===== config.mk =====
export PLATFORM = sky130hd
export DESIGN_NAME = load_store_unit
export DESIGN_NICKNAME = d
export VERILOG_FILES = /design/src/rtl/load_store_unit.sv
export SDC_FILE = /design/constraint.sdc
export NUM_CORES = 1
export LEC_CHECK = 0
export BUFFER_PORTS_ARGS = -buffer_cell sky130_fd_sc_hd__clkbuf_2
export CORE_ASPECT_RATIO = 1.25
export CORE_MARGIN = 3
export CORE_UTILIZATION = 45
export CTS_BUF_LIST = sky130_fd_sc_hd__clkbuf_8 sky130_fd_sc_hd__clkbuf_16
export DETAILED_ROUTE_END_ITERATION = 7
export PLACE_DENSITY = 0.8
export SYNTH_ARGS = -nofsm -noshare
export SYNTH_HDL_FRONTEND = slang
export SYNTH_SLANG_ARGS = --single-unit

===== constraint.sdc =====
create_clock -name i_Clock -period 2.39 [get_ports i_Clock]
set_input_delay 0 -clock i_Clock [delete_from_list [all_inputs] [get_ports i_Clock]]
set_output_delay 0 -clock i_Clock [all_outputs]
set_load 0.01 [all_outputs]

===== src/rtl/load_store_unit.sv =====
// load_store_unit: latches one load/store, checks alignment, drives a byte-enabled memory handshake with timeout and formats load data.
module load_store_unit #(
    parameter int LS_SEL_WIDTH   = 3,
    parameter int TIMEOUT_CYCLES = 255
) (
    input  logic                  i_Clock,
    input  logic                  i_Reset,
    input  logic                  i_Valid,
    input  logic [LS_SEL_WIDTH:0] i_Load_Store_Type,
    input  logic [31:0]           i_Address,
    input  logic [31:0]           i_Store_Data,
    output logic                  o_Ready,
    output logic                  o_Busy,
    output logic                  o_Done,
    output logic                  o_Error,
    output logic [31:0]           o_Load_Data,
    output logic                  o_Mem_Valid,
    output logic                  o_Mem_Write,
    output logic [31:0]           o_Mem_Addr,
    output logic [3:0]            o_Mem_Byte_Enable,
    output logic [31:0]           o_Mem_Write_Data,
    input  logic                  i_Mem_Ready,
    input  logic                  i_Mem_Read_Valid,
    input  logic [31:0]           i_Mem_Read_Data
);
    localparam int TW = LS_SEL_WIDTH + 1;
    localparam logic [TW-1:0] LS_TYPE_NONE = TW'(0);
    localparam logic [TW-1:0] LS_TYPE_LB   = TW'(1);
    localparam logic [TW-1:0] LS_TYPE_LH   = TW'(2);
    localparam logic [TW-1:0] LS_TYPE_LW   = TW'(3);
    localparam logic [TW-1:0] LS_TYPE_LBU  = TW'(4);
    localparam logic [TW-1:0] LS_TYPE_LHU  = TW'(5);
    localparam logic [TW-1:0] LS_TYPE_SB   = TW'(6);
    localparam logic [TW-1:0] LS_TYPE_SH   = TW'(7);
    localparam logic [TW-1:0] LS_TYPE_SW   = TW'(8);

    typedef enum logic [1:0] {S_IDLE, S_REQ, S_WAIT, S_DONE} state_t;

    // Access size: 0 = no access, 1 = byte, 2 = half, 3 = word
    function automatic logic [1:0] size_of(input logic [TW-1:0] t);
        return (t == LS_TYPE_LB || t == LS_TYPE_LBU || t == LS_TYPE_SB) ? 2'd1 :
               (t == LS_TYPE_LH || t == LS_TYPE_LHU || t == LS_TYPE_SH) ? 2'd2 :
               (t == LS_TYPE_LW || t == LS_TYPE_SW) ? 2'd3 : 2'd0;
    endfunction

    state_t        state, state_next;
    logic [TW-1:0] ls_type;
    logic [31:0]   addr, wdata, load_data, shifted, fmt;
    logic [7:0]    cnt;
    logic [1:0]    in_size, size;
    logic          err, accept, in_misaligned, timeout, is_store;

    assign in_size       = size_of(i_Load_Store_Type);
    assign size          = size_of(ls_type);
    assign accept        = state == S_IDLE && i_Valid && in_size != 2'd0;
    assign in_misaligned = (in_size == 2'd2 && i_Address[0]) || (in_size == 2'd3 && |i_Address[1:0]);
    assign timeout       = (state == S_REQ || state == S_WAIT) && cnt == 8'(TIMEOUT_CYCLES - 1);
    assign is_store      = ls_type == LS_TYPE_SB || ls_type == LS_TYPE_SH || ls_type == LS_TYPE_SW;
    assign shifted       = i_Mem_Read_Data >> {addr[1:0], 3'b000};
    assign fmt = ls_type == LS_TYPE_LB  ? {{24{shifted[7]}}, shifted[7:0]} :
                 ls_type == LS_TYPE_LBU ? {24'b0, shifted[7:0]} :
                 ls_type == LS_TYPE_LH  ? {{16{shifted[15]}}, shifted[15:0]} :
                 ls_type == LS_TYPE_LHU ? {16'b0, shifted[15:0]} : i_Mem_Read_Data;

    always_ff @(posedge i_Clock) begin
        if (!i_Reset) begin
            state     <= S_IDLE;
            ls_type   <= LS_TYPE_NONE;
            addr      <= '0;
            wdata     <= '0;
            err       <= 1'b0;
            cnt       <= '0;
            load_data <= '0;
        end else begin
            state <= state_next;
            if (accept) begin
                ls_type <= i_Load_Store_Type;
                addr    <= i_Address;
                wdata   <= i_Store_Data;
                err     <= in_misaligned;
            end
            if (timeout)
                err <= 1'b1;
            // Held at zero outside REQ/WAIT so it starts clean on entering REQ
            cnt <= (state == S_REQ || state == S_WAIT) ? cnt + 8'd1 : 8'd0;
            if (state == S_WAIT && i_Mem_Read_Valid && !timeout)
                load_data <= fmt;
        end
    end

    always_comb begin
        state_next = state;
        case (state)
            S_IDLE:  if (accept) state_next = in_misaligned ? S_DONE : S_REQ;
            S_REQ:   if (timeout) state_next = S_DONE;
                     else if (i_Mem_Ready) state_next = is_store ? S_DONE : S_WAIT;
            S_WAIT:  if (timeout || i_Mem_Read_Valid) state_next = S_DONE;
            default: state_next = S_IDLE;
        endcase
    end

    always_comb begin
        o_Ready           = state == S_IDLE;
        o_Busy            = state != S_IDLE;
        o_Done            = state == S_DONE;
        o_Error           = state == S_DONE && err;
        o_Load_Data       = load_data;
        o_Mem_Valid       = state == S_REQ;
        o_Mem_Write       = is_store;
        o_Mem_Addr        = {addr[31:2], 2'b00};
        o_Mem_Byte_Enable = size == 2'd1 ? 4'b0001 << addr[1:0] :
                            size == 2'd2 ? 4'b0011 << addr[1:0] :
                            size == 2'd3 ? 4'b1111 : 4'b0000;
        o_Mem_Write_Data  = size == 2'd1 ? {4{wdata[7:0]}} :
                            size == 2'd2 ? {2{wdata[15:0]}} : wdata;
    end
endmodule

# Word-level counts from Yosys, hierarchy flattened

Index checks and enable logic that the tools add are counted.

ROM bits: 0
Latch bits: 0
Memories kept: 0
Logic and storage cells: 94
Memory bits (writable): 0
Output and inout port bits: 106
Register bits: 111

Shift-type cells: 3
Div/mod/pow operators: 0
Bitwise operators: 0
Reduce and logical (&&, ||, !) cells: 31
Mux-type cells: 24
Eq/ne operators: 28
Order comparisons: 0
$mul: 0
$add $sub $neg: 1

Operator list:

| cell                                                 | number |
|---|---|
| 2-to-1 mux 32 bit                                    | 6 |
| equality test 4 x 3 -> 1 bit (second input constant) | 8 |
| right shift 32 x 5 -> 16 bit                         | 1 |
| 2-to-1 mux 2 bit                                     | 11 |
| equality test 4 x 2 -> 1 bit (second input constant) | 4 |
| logical OR 1 bit                                     | 15 |
| equality test 2 bit (second input constant)          | 6 |
| 2-to-1 mux 4 bit                                     | 3 |
| adder 8 x 1 -> 8 bit (second input constant)         | 1 |
| equality test 4 x 1 -> 1 bit (second input constant) | 2 |
| equality test 4 bit (second input constant)          | 2 |
| equality test 8 bit (second input constant)          | 1 |
| logical AND 1 bit                                    | 8 |
| one-hot mux 2 bit (3 select lines)                   | 1 |
| nonzero test 2 bit                                   | 3 |
| equality test 2 x 1 -> 1 bit (second input constant) | 2 |
| != test 2 x 1 -> 1 bit (second input constant)       | 2 |
| left shift 1 x 2 -> 4 bit (first input constant)     | 1 |
| left shift 2 x 2 -> 4 bit (first input constant)     | 1 |
| 2-to-1 mux 1 bit                                     | 3 |
| != test 3 x 1 -> 1 bit (second input constant)       | 1 |
| AND reduction 3 bit                                  | 1 |
| logical NOT 2 bit                                    | 1 |
| AND reduction 2 bit                                  | 1 |
| 2 further kinds                                      | 2 |

# Depth between registers and ports, before layout

Gate-level depths: netlist (run 1).

Depth in word-level cells: 11
Gate-level depth with buffers: 10
Gate-level depth less buffers: 7

# Worst setup path before layout (run 1)

No wires, ideal clock.

Kind: register to register
From: reg state[0]
To: reg load_data[22] (netlist: o_Load_Data[22])
Cell stages (with the launch flop): 11
Path slack: 0.499 ns
Arrival time: 1.822 ns
Path buffers: 3
Cell sequence: dfxtp_1 -> inv_1 -> ha_1 -> nand4_1 -> o211a_1 -> and2_1 -> buf_4 -> o21a_1 -> buf_4 -> buf_6 -> a21oi_1

Word-level cells in the longest chain between the ends: 5
Elaborated cells on any way between the ends: 7
Those cells by class: 2 x eq/ne; 5 x reduce/logical

Ends and longest elaborated chain:

| what                                                                | RTL line | text |
|---|---|---|
| start, declared                                                     | 46       | `state_t state, state_next;` |
| start signal, assigned                                              | 75       | `state <= state_next;` |
| equality test 2 x 1 -> 1 bit or equality test 2 bit (tied branches) | 57, 86   |  |
| logical OR 1 bit                                                    | 57       | `assign timeout = (state == S_REQ \|\| state == S_WAIT) && cnt == 8'(TIMEOUT_CYCLES - 1);` |
| logical AND 1 bit                                                   | 57       |  |
| logical NOT 1 bit                                                   | 86       | `if (state == S_WAIT && i_Mem_Read_Valid && !timeout)` |
| logical AND 1 bit (*)                                               | 86       |  |
| end signal, assigned                                                | 87       | `load_data <= fmt;` |
| end, declared                                                       | 48       | `logic [31:0] addr, wdata, load_data, shifted, fmt;` |

Every way passes the cells marked *; elsewhere a longest branch is shown, timed or not.
A chain may end at the register's enable or synchronous reset.

# Worst setup path after layout (run 1)

From: reg ls_type[2]
To: out o_Mem_Write_Data[22]

Word-level cells in the longest chain between the ends: 8
Elaborated cells on any way between the ends: 20
Those cells by class: 10 x eq/ne; 5 x mux; 5 x reduce/logical

Ends and longest elaborated chain:

| what                                                       | RTL line | text |
|---|---|---|
| start, declared                                            | 47       | `logic [TW-1:0] ls_type;` |
| start signal, assigned                                     | 77       | `ls_type <= i_Load_Store_Type;` |
| equality test 4 x 2 -> 1 bit, or another cell as far along | 43       | `(t == LS_TYPE_LW \|\| t == LS_TYPE_SW) ? 2'd3 : 2'd0;` |
| logical OR 1 bit (on tied branches)                        | 43, 42   |  |
| 2-to-1 mux 2 bit or logical OR 1 bit (tied branches)       | 43, 42   |  |
| 2-to-1 mux 2 bit                                           | 42       | `(t == LS_TYPE_LH \|\| t == LS_TYPE_LHU \|\| t == LS_TYPE_SH) ? 2'd2 :` |
| 2-to-1 mux 2 bit (*)                                       | 41       | `return (t == LS_TYPE_LB \|\| t == LS_TYPE_LBU \|\| t == LS_TYPE_SB) ? 2'd1 :` |
| equality test 2 bit                                        | 115      | `size == 2'd2 ? {2{wdata[15:0]}} : wdata;` |
| 2-to-1 mux 32 bit                                          | 115      |  |
| 2-to-1 mux 32 bit (*)                                      | 114      | `o_Mem_Write_Data = size == 2'd1 ? {4{wdata[7:0]}} :` |
| end, declared                                              | 21       | `output logic [31:0] o_Mem_Write_Data,` |

Marks and branches as above.

==> results.cfg, run 1 <==
[critical_path]
crit_required_ns = 2.39
worstSetupPathType = register to primary output
cp-start-kind = register
crit_start = ls_type[2]$_SDFFE_PN0P_
rr_startpoint = ls_type[0]$_SDFFE_PN0P_
arrival_ns = 2.27
crit_path_end_kind = primary output
cp_max_fo = 13

[place]
detailed_place_hpwl_um = 11740
gp_congestion = 0.8618
io_buffers = 208

[sta]
layout_min_cycle_time_ns = 2.275
hold_viol = 0
skew_ns = 0.007570
fmax_mhz = 439.7
hold_ws_ns = 0.02265
worst_pin_slew_ns = 0.7734
setup_viol = 0
rsz0062_at_grt = no
slew_headroom_pct = 48.44
setup_tns_ns = 0
finalCritPeriodShare_pct = 95.17
drv_slew = 0

[detailed_routing]
ant_nets = 0
detail_route.wirelength_um = 18100
drc_errors = 0
wl_per_cell_um = 15.87
vias = 6102
first_pass_iters = 5
routed_via_density = 5.348
drt_iter0_markers = 402

[cts]
postCtsSetupRepairBufs = 0
clk_pin_slew_worst_paths_ns = 0.08
cts-htree-levels = 3
numCtsBuffers = 9
clock_path_buffers = 2
clock_sinks = 111
tritoncts = built
clock_latency_ns = 0.35
cts_root_buf = clkbuf_16

[pwr]
worst_ir_drop_vdd_mv = 0.3751
p_leak_uw = 0.003532
total_power_uw = 6123
p_per_area_nw_per_um2 = 788.9

[grt]
grt_pass1_vias = 5891
antenna_found_initial = 0
grt_first_pass_wirelength_um = 29310
track_usage_pct = 25.50
overflow = 0
grt_start_max_net_pins = 52

[logic_synthesis]
synth_top_area_cell = dfxtp_1
yosys_warnings = 0
syn_avg_cell_area_um2 = 7.732
synth-edff-count = 0
synth.most_common_cell = nand2_1
synth.cells.most_frequent = 203 x nand2_1, 111 x dfxtp_1, 102 x a21oi_1
ys_top_cells_by_area = dfxtp_1 39%, nand2_1 14%, a21oi_1 9.0%
netlist_instances = 730
synth_top_area_share_pct = 39.37
yosysUniqueCellTypes = 54
synth_seq_cells = 111
syn_area_um2 = 5644
synthFlopType = dfxtp_1
async_reset_ff_share_pct = 0
synth-seq-area-share_pct = 39.37

[min_path]
hp-start = i_Mem_Read_Data[9]
holdCritPathClass = primary input to register

[finish]
drive_gt1_share_pct = 27.84
finalNetCount = 1087
syn_to_final_growth_pct = 37.51
diodes = 0

[floorplan]
die_y_um = 131.2
die_w_um = 106.2
die-area_um2 = 13930
core_area_um2 = 12220
rows = 45
start_util_pct = 46.20
num_io_pins = 211

[run_status]
status = finished clean

[flow_run]
maxCapViolations = 0
cell families (layout without fill, tap and decap cells):
group | after synthesis | count (layout) | synth area share [%]
muxes | 26 | 26 | 5.187
xor gates and xnor gates | 5 | 5 | 0.7760
AOI/OAI and AO/OA | 208 | 208 | 21.84
and+or+nand+nor | 259 | 259 | 19.18
other | 1 | 2 | 0.06644
buffers and inverters | 110 | 356 | 11.37
DFF | 111 | 111 | 39.37
adders and majority gates | 10 | 10 | 2.217
worst max-delay path, cell delays in order (launching register included):
cell      delay (ns)
dfxtp_1         0.41
buf_4           0.21
nor2_1          0.11
a21oi_4         0.28
nor2_1          0.13
nor2_4          0.25
mux2_2          0.39
clkbuf_2        0.13
what timing repair did:
item                                   CTS  global route
endpoints found under the hold margin   93             0
hold buffers                            93             0
setup endpoints to repair                8            17
gates resized for setup                  1             3
pin swaps                                0             1
state kept, by name, indices dropped and copies added, names as in the netlist:
name / cells
state: 2
addr: 32
wdata: 32
ls_type: 4
o_Load_Data: 32
cnt: 8
err: 1
final cells by class:
cell class	instances	area [um^2]
repair buffers	323	2162
clock inverters	7	82.58
multi-input cells	510	2799
inverters	17	63.81
well taps	164	205.2
clock buffers	9	225.2
fillers	965	4457
flip-flops and latches	111	2223
per-layer routing:
metal	vias up	wire, um	share of wire (%)	track usage (%)
li1	2931	-	-	-
met1	2815	7042	39	29.68
met2	310	8916	49	44.43
met3	46	1479	8.2	5.602
met4	0	663	3.7	11.09
met5	-	0	0	0
report_power, final:
part | switching (uW) | internal, uW | total [uW]
clock network | 716 | 826 | 1540
logic | 1300 | 933 | 2240
registers | 200 | 2140 | 2340
total | 2220 | 3900 | 6120
layout by cell type, fill, tap and decap left out, types with 7 or more instances in the layout:
cell type,synthesis,routed
o211a_1,8,8
o21ai_0,49,49
inv_1,15,15
a21oi_1,102,102
a2bb2oi_1,7,7
o2111ai_1,7,7
o22ai_1,10,10
buf_4,46,20
mux2_2,16,16
dlygate4sd3_1,0,93
clkbuf_16,0,9
nor2_1,17,17
clkbuf_2,0,208
a221oi_1,9,9
ha_1,10,10
nand3_1,11,11
mux2i_1,9,9
dfxtp_1,111,110
nand2_1,203,203
metrics by stage:
stage	std cells	setup slack, ns	util, %	cell area [um^2]
global route	1141	0.02073	63.52	7761
global placement	1032	0.4001	53.25	6506
CTS	1141	0.04364	63.43	7750
finish	1141	0.1155	63.52	7761
floorplan	731	0.4986	-	5648
detailed placement	1032	0.3404	53.25	6506
worst paths after layout:
kind	endpoint	slack [ns]	cells past startpoint
max reg2reg	o_Load_Data[1]$_SDFFE_PN0P_	0.32	5
max	o_Mem_Write_Data[22]	0.12	7
min reg2reg	addr[21]$_SDFFE_PN0P_	0.45	2
min	o_Load_Data[9]$_SDFFE_PN0P_	0.02	3
Power figures use the tool's default switching activity.
==> run 2: changes to the inputs <==
- CORE_UTILIZATION: 45 -> 50
- PLACE_DENSITY: 0.8 -> 0.87
==> results.cfg, run 2 (synthesized netlist as in run 1, its figures left out) <==
[run_status]
status = complete, but fails checks
violations = negative hold slack

[place]
io_buffers = 208
gp_congestion = 0.8651
detailed_place_hpwl_um = 11600

[critical_path]
rrSetupSlack_ns = 0.38
r2r-end = o_Load_Data[25]$_SDFFE_PN0P_
cp-start-kind = register
cp_max_fo = 10
crit_start = ls_type[2]$_SDFFE_PN0P_
worstSetupPathType = register to primary output
crit_required_ns = 2.39
rr_startpoint = ls_type[2]$_SDFFE_PN0P_
reg2reg_depth = 6
arrival_ns = 2.26
crit_path_end_kind = primary output

[pwr]
pwr-share-clk_pct = 23.8
swShare_pct = 36.88
power_frac_comb_pct = 37.3
p_per_area_nw_per_um2 = 785.3
p_int_uw = 3815
seqPwrFrac_pct = 39.0
p_leak_uw = 0.003527
p_sw_uw = 2229
worst_ir_drop_vdd_mv = 0.4612

[sta]
finalCritPeriodShare_pct = 94.70
drv_slew = 0
fmax_mhz = 441.8
rsz0062_at_grt = no
skew_ns = 0.01234
setup_tns_ns = 0
slew_headroom_pct = 55.26
worst_pin_slew_ns = 0.6710
setup_viol = 0
hold_viol = 1
hold_ws_ns = -0.001059
layout_min_cycle_time_ns = 2.263

[flow_run]
maxCapViolations = 0

[min_path]
hp-start = i_Mem_Read_Data[12]
holdCritPathClass = primary input to register
min_to = o_Load_Data[12]$_SDFFE_PN0P_
hold_depth = 3

[finish]
fillers = 774
syn_to_final_growth_pct = 36.36
drive_gt1_share_pct = 27.46
multi_input_area_um2 = 2788
finalNetCount = 1086
fin_util_pct = 71.09
final_common_cell = clkbuf_2
layout_common_cells = 208 x clkbuf_2, 203 x nand2_1, 111 x dfxtp_1, 101 x a21oi_1, 94 x dlygate4sd3_1
seq_area_um2 = 2222

[detailed_routing]
detail_route.wirelength_um = 19240
routed_via_density = 5.654
drt_iter0_markers = 372
wl_per_cell_um = 17.33
ant_nets = 0
first_pass_iters = 6
drc_errors = 0
vias = 6276

[cts]
clock_path_buffers = 2
cts_root_buf = clkbuf_16
tritoncts = built
numCtsBuffers = 9
cts-htree-levels = 3
clock_sinks = 111
postCtsSetupRepairBufs = 0
clk_pin_slew_worst_paths_ns = 0.08
clock_latency_ns = 0.35

[floorplan]
core_area_um2 = 10830
die_y_um = 124.8
die-area_um2 = 12610
rows = 42
start_util_pct = 52.14
num_io_pins = 211
die_w_um = 101.0

[grt]
grt_first_pass_wirelength_um = 29990
antenna_found_initial = 2
grt_start_max_net_pins = 58
track_usage_pct = 29.25
grt_pass1_vias = 6055
overflow = 0
## run 2: changes by cell type in the layout (fill, tap and decap cells not counted), moves of 2 or more
cell        before  now
a21oi_2          0    2
buf_4           20   17
diode_2          0    2
clkinvlp_4       2    0
inv_6            0    2
## run 2: what timing repair did
| action | 4_1_cts | 5_1_grt |
|---|---|---|
| resized for setup | 0 | 1 |
| endpoints found under the setup margin | 0 | 1 |
| endpoints found under the hold margin | 94 | 0 |
| hold buffers | 94 | 0 |
## run 2: layout make-up
class	instances	share of cell area, %
clock buffer	10	3.105
tap	132	2.146
sequential	111	28.87
inverter	17	0.8291
clock inverter	6	0.5690
multi-input combinational	510	36.22
timing repair buffer	322	28.19
antenna	2	0.06503
## run 2: per-stage QoR
stage | cell area (um^2) | total power (uW) | std cells | hold WS [ns] | setup WS, ns
6_report | 7696 | 6044 | 1110 | -0.001059 | 0.1266
5_1_grt | 7696 | 6351 | 1110 | 0.01626 | 0.03316
4_1_cts | 7687 | 5966 | 1108 | 0.001064 | 0.1343
3_5_place_dp | 6464 | 4420 | 998 | 0.2293 | 0.4510
3_3_place_gp | 6464 | 4380 | 998 | 0.2231 | 0.5048
2_1_floorplan | 5648 | 3823 | 731 | 0.1360 | 0.4986
## run 2: worst max-delay path by stage
stage	to	depth (start not counted)
after floorplan	o_Load_Data[22]$_SDFFE_PN0P_	10
after global placement	o_Load_Data[0]$_SDFFE_PN0P_	5
after detailed placement	o_Load_Data[3]$_SDFFE_PN0P_	6
after CTS	o_Mem_Write_Data[20]	7
after global routing	o_Mem_Write_Data[16]	7
final	o_Mem_Write_Data[16]	7
## run 2: critical path: stages (launching register included)
cell      delay, ns
dfxtp_1        0.39
buf_4          0.20
nor2b_1        0.16
a21oi_2        0.13
nor2_1         0.08
nor2_2         0.41
mux2_2         0.41
clkbuf_2       0.13
## run 2: metal layers
metal	vias up	part of all wire, %	track usage [%]	wire [um]
met2	429	50	50.14	9555
met4	0	4.2	15.26	811
met3	84	9.5	6.947	1818
li1	2923	-	-	-
met5	-	0	0	0
met1	2840	37	32.97	7049
## run 2: power by group through the flow
stage               Clock, uW  Sequential [uW]  Combinational, uW
floorplan                   0             2370               1450
global placement            0             2360               2020
detailed placement          0             2370               2050
CTS                      1450             2330               2180
global route             1520             2370               2460
finish                   1440             2360               2250
